--- config.mk ---
export PLATFORM = sky130hd
export DESIGN_NAME = backup_sd_ctrl
export DESIGN_NICKNAME = d
export VERILOG_FILES = /design/src/rtl/backup_sd_ctrl.sv
export SDC_FILE = /design/constraint.sdc
export NUM_CORES = 1
export LEC_CHECK = 0
export ABC_AREA = 1
export CAP_MARGIN = 20
export CORE_MARGIN = 2
export CORE_UTILIZATION = 35
export CTS_CLUSTER_SIZE = 30
export DETAILED_ROUTE_END_ITERATION = 7
export GPL_TIMING_DRIVEN = 0
export PLACE_DENSITY_LB_ADDON = 0.25
export SYNTH_ARGS = -nofsm -noshare
export SYNTH_HDL_FRONTEND = slang
export SYNTH_SLANG_ARGS = --single-unit
--- constraint.sdc ---
create_clock -name clk_sys -period 2.35 [get_ports clk_sys]
set_input_delay 0.235 -clock clk_sys [delete_from_list [all_inputs] [get_ports clk_sys]]
set_output_delay 0.235 -clock clk_sys [all_outputs]
set_load 0.02 [all_outputs]
--- src/rtl/backup_sd_ctrl.sv ---
// rtl/backup_sd_ctrl.sv - backup RAM <-> SD image sector sequencer with format, autosave and ack timeout
//
// Ports:
//   clk_sys, reset           clock, async active-high reset
//   bk_ena                   save image mounted and writable
//   load_req/save_req        level requests, rising edge starts a load/save job
//   format_req               level request, rising edge starts (or queues) a header format
//   mount_load, img_nonzero  end-of-download pulse, qualified by a non-empty image -> auto-load
//   slot                     slot index, captured at job start
//   autosave_en, bram_wr     autosave enable, core write strobe to backup RAM
//   sd_ack                   hps_io sector acknowledge
//   sd_lba, sd_rd, sd_wr     sector address and read/write requests to hps_io
//   fmt_we/fmt_addr/fmt_data header word write port (port-B mux select while fmt_we=1)
//   bk_loading, bk_busy      load job active (core held in reset), any job active
//   done, err                job-complete pulse, sticky abort flag
module backup_sd_ctrl #(
  parameter int SECTOR_W = 4,
  parameter int SLOT_W = 2,
  parameter int FMT_WORDS = 4,
  parameter logic [16*FMT_WORDS-1:0] FMT_INIT = 64'h8010_8800_4D42_5548,
  parameter logic [23:0] AUTO_CYC = 24'd5000000,
  parameter logic [23:0] TIMEOUT = 24'hFFFFFF,
  localparam int FA_W = (FMT_WORDS > 1) ? $clog2(FMT_WORDS) : 1
) (
  input  logic              clk_sys,
  input  logic              reset,
  input  logic              bk_ena,
  input  logic              load_req,
  input  logic              save_req,
  input  logic              format_req,
  input  logic              mount_load,
  input  logic              img_nonzero,
  input  logic [SLOT_W-1:0] slot,
  input  logic              autosave_en,
  input  logic              bram_wr,
  input  logic              sd_ack,
  output logic [31:0]       sd_lba,
  output logic              sd_rd,
  output logic              sd_wr,
  output logic              fmt_we,
  output logic [FA_W-1:0]   fmt_addr,
  output logic [15:0]       fmt_data,
  output logic              bk_loading,
  output logic              bk_busy,
  output logic              done,
  output logic              err
);

  typedef enum logic [1:0] {IDLE, REQ, XFER, FMT} state_t;

  state_t                state;
  logic                  load_d, save_d, fmt_d, ack_d;
  logic                  dirty, fmt_pend;
  logic [23:0]           cnt, idle_cnt;
  logic [SECTOR_W-1:0]   sector;
  logic [SLOT_W-1:0]     slot_q;

  logic load_edge, save_edge, fmt_edge, ack_rise, ack_fall;
  logic do_load, do_save, do_auto, start_xfer, do_fmt;
  logic [FA_W-1:0] fmt_next;

  assign load_edge  = load_req & ~load_d;
  assign save_edge  = save_req & ~save_d;
  assign fmt_edge   = format_req & ~fmt_d;
  assign ack_rise   = sd_ack & ~ack_d;
  assign ack_fall   = ~sd_ack & ack_d;

  assign do_load    = (load_edge | (mount_load & img_nonzero)) & bk_ena;
  assign do_save    = save_edge & bk_ena;
  assign do_auto    = autosave_en & bk_ena & dirty & (idle_cnt >= AUTO_CYC);
  assign start_xfer = (state == IDLE) & (do_load | do_save | do_auto);
  // A queued format only runs when no transfer wants to start this cycle.
  assign do_fmt     = (state == IDLE) & ~start_xfer & (fmt_edge | fmt_pend);
  assign fmt_next   = fmt_addr + FA_W'(1);

  assign sd_lba     = 32'({slot_q, sector});

  // Dirty tracking and idle timer feeding autosave. A save start clears
  // dirty, but a write landing in that same cycle keeps it set.
  always_ff @(posedge clk_sys or posedge reset) begin
    if (reset) begin
      dirty    <= 1'b0;
      idle_cnt <= '0;
    end else begin
      if (start_xfer & ~do_load)
        dirty <= bram_wr;
      else if (bram_wr)
        dirty <= 1'b1;

      if (bram_wr | ~autosave_en | start_xfer)
        idle_cnt <= '0;
      else if (dirty & (state == IDLE) & (idle_cnt != 24'hFFFFFF))
        idle_cnt <= idle_cnt + 24'd1;
    end
  end

  always_ff @(posedge clk_sys or posedge reset) begin
    if (reset) begin
      state      <= IDLE;
      load_d     <= 1'b0;
      save_d     <= 1'b0;
      fmt_d      <= 1'b0;
      ack_d      <= 1'b0;
      fmt_pend   <= 1'b0;
      cnt        <= '0;
      sector     <= '0;
      slot_q     <= '0;
      sd_rd      <= 1'b0;
      sd_wr      <= 1'b0;
      fmt_we     <= 1'b0;
      fmt_addr   <= '0;
      fmt_data   <= '0;
      bk_loading <= 1'b0;
      bk_busy    <= 1'b0;
      done       <= 1'b0;
      err        <= 1'b0;
    end else begin
      load_d <= load_req;
      save_d <= save_req;
      fmt_d  <= format_req;
      ack_d  <= sd_ack;
      done   <= 1'b0;

      case (state)
        IDLE: begin
          if (start_xfer) begin
            slot_q     <= slot;
            sector     <= '0;
            err        <= 1'b0;
            sd_rd      <= do_load;
            sd_wr      <= ~do_load;
            bk_loading <= do_load;
            bk_busy    <= 1'b1;
            cnt        <= '0;
            state      <= REQ;
            if (fmt_edge) fmt_pend <= 1'b1;
          end else if (do_fmt) begin
            err      <= 1'b0;
            fmt_pend <= 1'b0;
            fmt_we   <= 1'b1;
            fmt_addr <= '0;
            fmt_data <= FMT_INIT[15:0];
            bk_busy  <= 1'b1;
            state    <= FMT;
          end
        end

        REQ: begin
          if (fmt_edge) fmt_pend <= 1'b1;
          if (ack_rise) begin
            sd_rd <= 1'b0;
            sd_wr <= 1'b0;
            state <= XFER;
          end else if (cnt == TIMEOUT) begin
            sd_rd      <= 1'b0;
            sd_wr      <= 1'b0;
            err        <= 1'b1;
            bk_loading <= 1'b0;
            bk_busy    <= 1'b0;
            state      <= IDLE;
          end else begin
            cnt <= cnt + 24'd1;
          end
        end

        XFER: begin
          if (fmt_edge) fmt_pend <= 1'b1;
          if (ack_fall) begin
            if (&sector) begin
              done       <= 1'b1;
              bk_loading <= 1'b0;
              bk_busy    <= 1'b0;
              sector     <= '0;
              state      <= IDLE;
            end else if (!bk_ena) begin
              // Image vanished between sectors: abort like a timeout.
              err        <= 1'b1;
              bk_loading <= 1'b0;
              bk_busy    <= 1'b0;
              state      <= IDLE;
            end else begin
              // sector and rd/wr change on the same edge so lba is valid with the request.
              sector <= sector + SECTOR_W'(1);
              sd_rd  <= bk_loading;
              sd_wr  <= ~bk_loading;
              cnt    <= '0;
              state  <= REQ;
            end
          end
        end

        FMT: begin
          if (fmt_addr == FA_W'(FMT_WORDS - 1)) begin
            fmt_we   <= 1'b0;
            fmt_addr <= '0;
            done     <= 1'b1;
            bk_busy  <= 1'b0;
            state    <= IDLE;
          end else begin
            fmt_addr <= fmt_next;
            fmt_data <= FMT_INIT[16*int'(fmt_next) +: 16];
          end
        end

        default: state <= IDLE;
      endcase
    end
  end

endmodule

Word-level counts from Yosys, hierarchy flattened

Cells that the tools add are included.

Order comparisons: 1
Add/subtract/negate cells: 4
Equal/unequal tests: 22
Multiplexer cells: 71
Reduce and logical (&&, ||, !) cells: 21
Shifts and indexed selects: 1
Bitwise gates (word level): 32

Operators by type and width:

| operator                                                                      | number |
|---|---|
| 24-bit two-way mux                                                            | 8 |
| 24-bit one-hot mux with 3 select lines                                        | 1 |
| 64-bit by 7-bit variable part select with 16-bit output, first input constant | 1 |
| 24-bit by 1-bit adder with 24-bit output, second input constant               | 2 |
| 16-bit two-way mux                                                            | 3 |
| 1-bit two-way mux                                                             | 34 |
| 16-bit one-hot mux with 2 select lines                                        | 1 |
| 24-bit == test, second input constant                                         | 1 |
| 24-bit by 23-bit >= comparator with 1-bit output, second input constant       | 1 |
| 2-bit inequality test, second input constant                                  | 12 |
| 24-bit inequality test, second input constant                                 | 1 |
| 4-bit AND reduction                                                           | 5 |
| 2-bit two-way mux                                                             | 9 |
| 6-bit AND reduction                                                           | 3 |
| 1-bit bitwise AND                                                             | 17 |
| 4-bit two-way mux                                                             | 4 |
| 7-bit AND reduction                                                           | 2 |
| 3-bit inequality test, second input constant                                  | 4 |
| 1-bit one-hot mux with 3 select lines                                         | 4 |
| 2-bit nonzero test                                                            | 5 |
| 1-bit NOT                                                                     | 9 |
| 2-bit one-hot mux with 4 select lines                                         | 1 |
| 4-bit one-hot mux with 2 select lines                                         | 1 |
| 2-bit == test, second input constant                                          | 3 |
| 12 further kinds                                                              | 20 |

Input port bits: 13
Bits in registers: 87

Logic depth before layout (Yosys ltp)

Depth after elaboration: 13
Depth in mapped cells: 13
Mapped depth without buffers: 12

Worst setup path after synthesis

Ideal clock, no wire load.

Path type: flip-flop to flip-flop
Start: reg sector[0]
End: reg cnt[2]
Arrival time: 1.821 ns
Setup time: 0.065 ns
Setup slack: 0.464 ns
Path buffers: 1
Cell stages (with the launch flop): 12
Cells stage by stage: dfrtp_1 > ha_1 > nand2_1 > nor2_1 > inv_1 > nor2_1 > nor2_1 > nand3_4 > nor2_4 > buf_6 > nand2_2 > nand2_1

Word-level cells in the longest chain between the ends: 3

Ends and longest elaborated chain:

| item                                   | RTL line | source |
|---|---|---|
| start, declared                        | 55       | `logic [SECTOR_W-1:0] sector;` |
| start signal, assigned                 | 183      | `sector <= sector + SECTOR_W'(1);` |
| 4-bit AND reduction                    | 169      | `if (&sector) begin` |
| 2-bit inequality test (no source line) | --       |  |
| 7-bit AND reduction (no source line)   | --       |  |
| end signal, assigned                   | 162      | `cnt <= cnt + 24'd1;` |
| end, declared                          | 54       | `logic [23:0] cnt, idle_cnt;` |

No other way between the ends.
A chain may end at the register's enable or synchronous reset.

Worst setup path after layout

Start: reg cnt[0]
End: reg cnt[5]

Word-level cells in the longest chain between the ends: 4
Elaborated cells between the ends (all ways): 7
Those cells by class: add/sub (1); eq/ne (2); mux (3); reduce/logical (1)

Ends and longest elaborated chain:

| item                                     | RTL line | source |
|---|---|---|
| 24-bit by 1-bit adder with 24-bit output | 162      |  |
| 24-bit two-way mux                       | 154      | `end else if (cnt == TIMEOUT) begin` |
| 24-bit two-way mux                       | 150      | `if (ack_rise) begin` |
| 24-bit one-hot mux with 3 select lines   | 124      | `case (state)` |

Several ways; a longest one is shown, not always the timed one. The select of a mux whose other input is x is not followed.

==> key figures <==
Floorplanning
  – Starting Density: 36.2%
  – Die X: 124 um
  – DIE HEIGHT: 124 um
  – DIE AREA: 0.0154 mm2
  – # rows: 43
  – Core area: 0.0140 mm2
  – Ports: 70

Power
  – Pwr dens: 912 mW/mm2
  – P_leak: 2.92 nW
  – VDD IR max: 0.000551 V

Synthesis
  – Cells after Synth: 698
  – Most common cell in the netlist: nand2_1
  – Syn Std Cell Area: 0.00506 mm2
  – Post-synth top flop: dfrtp_1
  – Fraction of registers with async set/reset: 100%
  – Post-synthesis sequential area ratio: 38.1%
  – Post-synth top cells: nand2_1 (206), nor2_1 (102), dfrtp_1 (77), inv_1 (65), buf_4 (38)
  – Synthesis Warnings: 0
  – Top-area cell type share of the netlist area: 38.1%
  – Post-synthesis cell type count: 38
  – Cell taking the most area after synthesis: dfrtp_1
  – Mean Syn Cell Area: 7.25 um2
  – Number of synthesized flops with an enable pin: 0
  – Synth area leaders: dfrtp_1 (38%), nand2_1 (15%), nor2_1 (7.6%), buf_4 (5.6%), inv_1 (4.8%)
  – Yosys reg bits: 77

Routing
  – DRC viols: 0
  – Drt pass-1 iters: 4
  – Via Count: 4,319
  – Final ANT Viol Nets: 0
  – Initial drt markers: 239
  – Routed WL per cell: 11.4 um
  – DR vias/cell: 4.48
  – Final Routed Wirelength: 11,000 um

Timing
  – Max-Slew Margin vs Limit: 58.7%
  – Final Setup Violations: 0
  – Max-slew violation count: 0
  – Fmax: 467 MHz
  – Clock skew: 4.78 ps
  – Period minus WS final: 2140 ps
  – Fin. Hold Viols: 0
  – Worst Max-Slew Pin Slew: 617 ps
  – RSZ-0062 raised after global routing: no
  – Setup TNS: 0 ps
  – Final worst-path cycle share: 91.2%

Setup path
  – Crit end category: flop
  – Worst Path Arrival: 2420 ps
  – WP buf/inv: 3
  – Crit start category: flop
  – CP Cell Sequence: ha_1, nand2_1, inv_1, nand3_2, nor2_4, nand2_2, o21ai_2, nor2_2, clkinv_1, nor2_4, buf_6, nand2_2, nand2_1
  – Critical path class: reg2reg
  – CP max stage cell: dfrtp_1
  – Largest stage delay, worst path: 440 ps
  – CP max FO: 10
  – CP delay by family, top: simple AND/OR/NAND/NOR gates
  – Worst Path Required: 2630 ps

Global route
  – Global-route wire length before repair: 19,400 um
  – Vias in the first global route: 4,062
  – Total gr overflow: 0
  – Largest net degree at the start of global routing: 68
  – Initial antenna violation count: 0
  – GRT Total Usage: 14.9%

CTS
  – CTS Buf Count: 9
  – Clock Sinks: 77
  – Worst skew pair latency: 340 ps
  – Clock transition at path regs: 60 ps
  – Bufs on Longest Clock Path: 2
  – CTS tree: built
  – Post-CTS Hold Fix Bufs: 0
  – H-Tree Depth: 3
  – Clock Root Buffer: clkbuf_16

Cells and area
  – Nets: 803
  – Fraction of layout cells with a size suffix above 1: 12.1%
  – Ant diodes: 0
  – Layout Cells excl Fill: 963
  – Area delta synth->final: 21.1%

Status
  – Status: completed

Min path
  – Hold Path Class: in2async

Flow run
  – Number of max-cap violations: 0

Place
  – DP Wirelength: 8330 um
  – IO buf count: 37
  – Gp weighted congestion: 0.832
  – Placed Instances: 947
[layer usage]
metal,wire (um),global-route usage [%]
met1,5670,21.1
met3,456,3.22
met5,0,0
met2,4710,23.2
met4,140,3.77
[final timing paths]
kind                         startpoint      endpoint  slack [ps]  cells after the start
hold / removal                    reset  idle_cnt[13]         170                      2
max in group asynchronous         reset       cnt[17]        1620                      3
setup reg to reg                 cnt[0]        cnt[5]         210                     13
setup / recovery                 cnt[0]        cnt[5]         210                     13
min in group clk_sys           save_req        save_d         370                      1
hold reg to reg            fmt_data[11]  fmt_data[11]         480                      2
[power by group]
group,total [mW],internal (mW),switching [mW]
Clock,1.52,0.940,0.581
Sequential,1.66,1.51,0.150
Combinational,2.42,0.929,1.49
Total,5.60,3.38,2.22
[sequential cells by signal, indices dropped and copies added, names as in the netlist, 2 cells and up]
signal,cells
sector,4
slot_q,2
state,2
fmt_data,6
idle_cnt,24
cnt,24
fmt_addr,2
[repair_timing]
item | 4_1_cts | 5_1_grt
setup buffers | 0 | 0
resized for setup | 0 | 1
setup endpoints to repair | 0 | 1
[area by class of cell]
type	count	area (um2)
Sequential cell	77	1930
Clock inverter	6	93.8
Clock buffer	10	229
Buffer	48	364
Inverter	68	258
Tap cell	180	225
Fill cell	1469	7860
Multi-Input combinational cell	536	2640
Timing Repair Buffer	38	398
[per-stage QoR]
step	utilization (%)	area (um2)	setup slack [ps]	hold slack, ps	power [mW]
after CTS	43.8	6130	155	182	5.66
after detailed placement	41.5	5810	29.4	461	4.12
after global routing	43.8	6130	36.9	182	6.01
after global placement	41.3	5780	-1300	456	4.10
final	43.8	6130	207	167	5.60
after floorplan	-	5180	148	266	3.36
[worst reg2reg max path: stages, from the launching register on]
cell and delay (ps):
dfrtp_1 440, ha_1 310, nand2_1 120, inv_1 80, nand3_2 110, nor2_4 60, nand2_2 90, o21ai_2 60
nor2_2 160, clkinv_1 130, nor2_4 210, buf_6 190, nand2_2 60, nand2_1 60
[kinds of logic (layout without fill, tap and decap cells)]
logic type                 after synthesis  in the layout  share of synthesized area, %
AOI/OAI and AO/OA                       34             34                          3.93
xor gates and xnor gates                28             28                          4.84
adders and majority gates               12             12                          2.97
buffers and inverters                  116            170                          12.2
DFF                                     77             77                          38.1
other                                    1             32                        0.0741
and+or+nand+nor                        430            430                          37.9
[layout by cell type (no fill, tap or decap), types with 9 or more instances in the layout]
| cell type | instances |
|---|---|
| nand2_1 | 206 |
| nor2_1 | 102 |
| dfrtp_1 | 77 |
| inv_1 | 64 |
| buf_4 | 38 |
| nand3_1 | 37 |
| clkdlybuf4s50_1 | 37 |
| conb_1 | 32 |
| nand4_1 | 22 |
| nor3_1 | 19 |
| xor2_1 | 18 |
| o21ai_0 | 15 |
| nand2_2 | 15 |
| ha_1 | 12 |
| a21oi_1 | 11 |
| xnor2_1 | 10 |
| nor3b_1 | 9 |
| clkbuf_16 | 9 |
Note: power is estimated with default switching activity, not from simulation.
